`src/rtl/cbus_rr_arbiter.sv`:
```
// Round-robin arbiter sharing one cached-bus port between NUM_INPUTS requesters; optional watchdog via CBUS_ARB_TIMEOUT_EN.
// Latency: 1 IDLE cycle of arbitration before each grant; request/response paths are combinational while BUSY.
// Backpressure: oresp.ready is passed straight to the owner only; non-owners always see ready=0.

package cbus_pkg;
    typedef struct packed {
        logic        valid;
        logic        is_write;
        logic [3:0]  be;
        logic [31:0] addr;
        logic [31:0] wdata;
    } cbus_req_t;

    typedef struct packed {
        logic        ready;
        logic        last;
        logic [31:0] rdata;
    } cbus_resp_t;
endpackage

module cbus_rr_arbiter
    import cbus_pkg::*;
#(
    parameter  int NUM_INPUTS     = 2,
    parameter  int TIMEOUT_CYCLES = 1024,
    localparam int IDX_W          = (NUM_INPUTS > 1) ? $clog2(NUM_INPUTS) : 1
) (
    input  logic             clk,
    input  logic             reset,
    input  cbus_req_t        ireqs  [NUM_INPUTS],
    output cbus_resp_t       iresps [NUM_INPUTS],
    output cbus_req_t        oreq,
    input  cbus_resp_t       oresp,
    output logic             grant_valid,
    output logic [IDX_W-1:0] grant_idx,
    output logic             timeout_err
);

    localparam logic [0:0] ST_IDLE = 1'b0;
    localparam logic [0:0] ST_BUSY = 1'b1;

    localparam logic [IDX_W:0]   NUM_W    = (IDX_W+1)'(NUM_INPUTS);
    localparam logic [IDX_W-1:0] LAST_IDX = IDX_W'(NUM_INPUTS - 1);

    logic [0:0]            state_q, state_d;
    logic [IDX_W-1:0]      owner_q, owner_d;
    logic [IDX_W-1:0]      rr_ptr_q, rr_ptr_d;

    logic [NUM_INPUTS-1:0] req_vld;
    logic                  sel_vld;
    logic [IDX_W-1:0]      sel_idx;
    logic [IDX_W:0]        cand;
    logic [IDX_W-1:0]      owner_nxt;
    logic                  busy;
    logic                  own_vld;
    logic                  done;
    logic                  abort;
    logic                  tmo_hit;

    always_comb begin
        req_vld = '0;
        for (int i = 0; i < NUM_INPUTS; i++) begin
            req_vld[i] = ireqs[i].valid;
        end
    end

    // Walk from the farthest candidate back to rr_ptr so the closest valid one wins.
    always_comb begin
        sel_vld = 1'b0;
        sel_idx = '0;
        cand    = '0;
        for (int k = NUM_INPUTS - 1; k >= 0; k--) begin
            cand = {1'b0, rr_ptr_q} + (IDX_W+1)'(k);
            if (cand >= NUM_W) begin
                cand = cand - NUM_W;
            end
            if (req_vld[cand[IDX_W-1:0]]) begin
                sel_vld = 1'b1;
                sel_idx = cand[IDX_W-1:0];
            end
        end
    end

    assign busy      = (state_q == ST_BUSY);
    assign own_vld   = req_vld[owner_q];
    assign owner_nxt = (owner_q == LAST_IDX) ? '0 : owner_q + IDX_W'(1);
    assign done      = busy && own_vld && oresp.ready && oresp.last;
    assign abort     = busy && !own_vld;

`ifdef CBUS_ARB_TIMEOUT_EN
    localparam int CNT_W = $clog2(TIMEOUT_CYCLES + 1);

    logic [CNT_W-1:0] tmo_cnt_q, tmo_cnt_d;
    logic             timeout_err_q, timeout_err_d;

    // The count holds the BUSY cycles already spent, so it trips on the last allowed one.
    always_comb begin
        tmo_cnt_d     = busy ? tmo_cnt_q + CNT_W'(1) : '0;
        tmo_hit       = busy && own_vld && !done && (tmo_cnt_q == CNT_W'(TIMEOUT_CYCLES - 1));
        timeout_err_d = timeout_err_q | tmo_hit;
    end

    always_ff @(posedge clk or negedge reset) begin
        if (!reset) begin
            tmo_cnt_q     <= '0;
            timeout_err_q <= 1'b0;
        end else begin
            tmo_cnt_q     <= tmo_cnt_d;
            timeout_err_q <= timeout_err_d;
        end
    end

    assign timeout_err = timeout_err_q;
`else
    assign tmo_hit     = 1'b0;
    assign timeout_err = 1'b0;
`endif

    always_comb begin
        state_d  = state_q;
        owner_d  = owner_q;
        rr_ptr_d = rr_ptr_q;
        case (state_q)
            ST_IDLE: begin
                if (sel_vld) begin
                    state_d = ST_BUSY;
                    owner_d = sel_idx;
                end
            end
            ST_BUSY: begin
                if (abort || done || tmo_hit) begin
                    state_d  = ST_IDLE;
                    rr_ptr_d = owner_nxt;
                end
            end
            default: begin
                state_d = ST_IDLE;
            end
        endcase
    end

    always_ff @(posedge clk or negedge reset) begin
        if (!reset) begin
            state_q  <= ST_IDLE;
            owner_q  <= '0;
            rr_ptr_q <= '0;
        end else begin
            state_q  <= state_d;
            owner_q  <= owner_d;
            rr_ptr_q <= rr_ptr_d;
        end
    end

    // Outputs decode from the flopped state, so reset silences them asynchronously.
    always_comb begin
        oreq = '0;
        for (int i = 0; i < NUM_INPUTS; i++) begin
            iresps[i] = '0;
            if (busy && (owner_q == IDX_W'(i))) begin
                iresps[i] = oresp;
                if (tmo_hit) begin
                    iresps[i].ready = 1'b0;
                end
            end
        end
        if (busy) begin
            oreq = ireqs[owner_q];
        end
    end

    assign grant_valid = busy;
    assign grant_idx   = owner_q;

endmodule
```
`config.mk`:
```
export PLATFORM = sky130hd
export DESIGN_NAME = cbus_rr_arbiter
export DESIGN_NICKNAME = d
export VERILOG_FILES = /design/src/rtl/cbus_rr_arbiter.sv
export SDC_FILE = /design/constraint.sdc
export NUM_CORES = 1
export LEC_CHECK = 0
export ABC_CLOCK_PERIOD_IN_PS = 1800
export CAP_MARGIN = 0
export CELL_PAD_IN_SITES_DETAIL_PLACEMENT = 1
export CELL_PAD_IN_SITES_GLOBAL_PLACEMENT = 2
export CORE_UTILIZATION = 10
export DETAILED_ROUTE_END_ITERATION = 7
export PLACE_DENSITY_LB_ADDON = 0.1
export SLEW_MARGIN = 20
export SYNTH_ARGS = -nofsm -noshare
export SYNTH_HDL_FRONTEND = slang
export SYNTH_SLANG_ARGS = --single-unit
export TNS_END_PERCENT = 100
```
`constraint.sdc`:
```
create_clock -name clk -period 1.8 [get_ports clk]
set_clock_uncertainty 0.15 [all_clocks]
set_input_delay 0.27 -clock clk [delete_from_list [all_inputs] [get_ports clk]]
set_output_delay 0.27 -clock clk [all_outputs]
set_load 0.1 [all_outputs]
```
After elaboration in Yosys (flattened, before gate mapping)
Cells that the tools add are included.
Word-level totals
  output and inout port bits: 141
  input port bits: 176
  logic and storage cells: 48
  flip-flop bits (word level): 3
Operators by class
  reductions and logical operators: 10
  bitwise gates (word level): 3
  multiplexer cells: 22
  $lt $le $gt $ge: 6
  add/sub/neg operators: 4
Operator list (count)
  2-to-1 mux 70 bit: 4
  2-to-1 mux 34 bit: 2
  2-to-1 mux 1 bit: 15
  logical AND 1 bit: 6
  < comparator 1 x 2 -> 1 bit (second input constant): 3
  greater-or-equal comparator 2 bit (second input constant): 2
  AND reduction 2 bit: 2
  adder 1 x 1 -> 2 bit (second input constant): 1
  greater-or-equal comparator 1 x 2 -> 1 bit (second input constant): 1
  inverter 1 bit: 2
  inverter 1 -> 2 bit: 1
  case mux 1 bit (2 select lines): 1
  subtractor 1 bit (second input constant): 2
  adder 1 bit (second input constant): 1
  zero test 1 bit: 1
  logical OR 1 bit: 1

Logic depth before layout (Yosys ltp)
  depth after elaboration: 9
  depth in mapped cells: 5
  gate-level depth less buffers: 3

Worst setup path after synthesis
No wires, ideal clock.
  path kind: register -> output
  start: register state_q (netlist: grant_valid)
  end: output oreq[39] (netlist name)
  data required time: 1380 ps
  buffers on the path: 2
  stages on the path, launching flop included: 5
  path slack: -1410 ps
  arrival time: 2790 ps
  path through: dfrtp_1 -> buf_2 -> inv_2 -> clkbuf_1 -> nor2_1
RTL lines
  start, declared: RTL line 45  | logic [0:0] state_q, state_d;
  start signal, assigned: RTL line 148  | state_q <= state_d;
  end, declared: RTL line 32  | output cbus_req_t oreq,

==> flow_summary.yaml <==
clocking:
  cts_buffer_depth: 2
  cts-buffers-inserted: 3
  cts.sinks: 3
  clk-insertion-delay-late_ns: 0.22
  cts_hold_buf: 0
  cts_root_buf: "clkbuf_16"
  cts_tree: "yes"
  htreeDepth: 1
  clkTransAtPathRegs_ns: 0.03
finish:
  final_area_um2: 8180
  fin_util_pct: 48.7
  nets: 758
  drive_gt1_share_pct: 67.1
  diodes: 0
  areaGrowthSynthToFinish_pct: 369
drt:
  wirelength_um: 14400
  ant_nets: 0
  wl_per_cell_um: 17.9
  route.detailed.drc: 0
  drt_iter0_markers: 59
  first_pass_iters: 4
  vias: 3220
  avgViaCountPerCell: 4.02
synth:
  synth_area_per_cell_um2: 6.86
  yosysWarnings: 0
  seq_area_frac_synth_pct: 4.31
  synth_fp_nets: 430
  netlist_instances: 254
  ys_types: 20
  synth_area_um2: 1740
  synth_seq_cells: 3
sta:
  post-route-min-period_ns: 2.01
  hold_viol_final: 0
  rsz0062_at_grt: "true"
  final-setup-viol-count: 131
  min_period_over_period_pct: 112
  fin_ws_ns: -0.211
  drv_slew: 0
  fmax_mhz: 497
job:
  maxCapViolCount: 0
pwr:
  power_density_nw_per_um2: 1880
  p_leak_nw: 3.09
  p_total_mw: 15.4
  peakVddDrop_mv: 1.00
grt:
  antenna_found_initial: 0
  grt-ovfl-total: 0
  grt_usage_pct: 14.3
  grt_pass1_wl_um: 20000
  grt_max_degree: 36
  grt_pass1_vias: 3476
floorplanning:
  io_pins: 317
  die-width_um: 134
  dieArea_um2: 18000
  rows: 47
  die_h_um: 134
  start_util_pct: 10.4
  coreArea_um2: 16800
worst_setup_path:
  ff2ff_path_depth: 7
  crit_path_max_fanout: 7
  cp.arrival_ns: 1.59
  critPathKind: "flop to output port"
  r2r_start: "grant_idx"
  crit_required_ns: 1.38
  cp-end-kind: "output port"
  r2r_slack_ns: 0.12
  rr_endpoint: "grant_valid"
  start_kind: "flop"
run_status:
  status: "complete, but fails checks"
  violations: "negative setup slack"
place:
  place_congestion: 0.749
  place_area_um2: 7440
  numPortBuffers: 315
  hpwl_um: 11500
hold_path:
  min_path_type: "input pin to asynchronous set/reset pin"
==> worst max-delay path by stage <==
stage                          from         end  slack (ns)  depth (start not counted)
after global placement    grant_idx    oreq[49]        0.05                          4
final                     grant_idx  iresps[43]       -0.21                          6
after CTS                 grant_idx    oreq[46]       -0.19                          4
after global routing      grant_idx  iresps[39]       -0.24                          6
after detailed placement  grant_idx    oreq[69]        0.02                          4
after floorplan           grant_idx    oreq[39]       -0.35                          5
==> cells by family after synthesis <==
group | synth area share, %
and+or+nand+nor | 42.1
muxes | 40.2
buffers and inverters | 11.3
AOI/OAI and AO/OA | 1.79
DFF | 4.31
other | 0.215
==> layout make-up <==
type	instances	area (µm²)
fillers	1691	8640
repair buffers	350	5110
inverters	1	8.76
flip-flops and latches	3	82.6
well taps	220	275
clock buffers	4	78.8
multi-input cells	223	2630
==> placed cells by master (no fill, tap or decap) <==
cell	count
buf_8	1
conb_1	1
clkdlybuf4s50_1	175
a21oi_1	3
mux2i_4	13
buf_12	150
nor2b_1	1
nor2b_4	1
inv_6	1
dfrtp_4	2
and3_4	34
buf_6	4
nand3_1	3
mux2i_2	57
a31oi_1	1
nand2_1	3
buf_16	2
and2_4	34
clkbuf_16	9
buf_4	12
o21ai_0	2
nor2_4	70
dfrtp_1	1
clkbuf_1	1
==> synthesized netlist by cell type <==
cell	instances	area share, %
and2_1	34	12
buf_4	4	1.7
mux2i_1	70	40
and3_1	34	12
nor2b_4	1	0.79
inv_2	1	0.22
nor2b_1	1	0.36
nand2_1	3	0.65
o21ai_0	2	0.57
buf_2	8	2.3
conb_1	1	0.22
clkbuf_1	10	2.2
a31oi_1	1	0.36
dfrtp_1	3	4.3
buf_6	1	0.65
nor2_1	70	15
buf_8	1	0.86
a21oi_1	3	0.86
buf_12	3	3.4
nand3_1	3	0.86
==> worst max-delay path, stage by stage (launching register included) <==
cell and delay, ns:
dfrtp_4 0.48, buf_6 0.15, nor2b_4 0.12, buf_12 0.14, clkbuf_16 0.15, and2_4 0.15, buf_12 0.17
==> timing repair <==
item | in CTS | in global routing
cloned | 0 | 9
setup endpoints to repair | 124 | 131
gates resized for setup | 54 | 38
setup buffers | 0 | 7
pin swaps | 6 | 24
==> power by group <==
part / leakage (nW) / internal, mW / total [mW] / switching (mW)
Clock: 0.0382 / 0.293 / 0.356 / 0.0632
Sequential: 0.0319 / 0.107 / 0.145 / 0.0386
Combinational: 3.02 / 5.89 / 14.9 / 8.98
==> routing by layer <==
metal,share of wire [%],wire length (µm),up-vias,track usage (%)
met5,0,0,-,0
met4,1.4,206,0,1.87
met3,8.5,1220,14,4.38
met2,57,8190,166,29.4
met1,33,4740,1518,13.9
li1,-,-,1522,-
==> stage by stage <==
| step | TNS (ns) | std cells | setup slack (ns) | hold slack [ns] |
|---|---|---|---|---|
| 2_1_floorplan | -26.15 | 254 | -0.353 | -0.176 |
| 3_3_place_gp | 0 | 781 | 0.0543 | 0.320 |
| 3_5_place_dp | 0 | 781 | 0.0195 | 0.333 |
| 4_1_cts | -16.11 | 785 | -0.194 | 0.0977 |
| 5_1_grt | -23.42 | 801 | -0.244 | 0.107 |
| 6_report | -18.04 | 801 | -0.211 | 0.0983 |
==> flip-flops by register name, summed over array words and instances, names as in the netlist <==
signal       flops
grant_idx        1
grant_valid      1
rr_ptr_q         1
No activity file was read; power rests on OpenSTA's default activity.
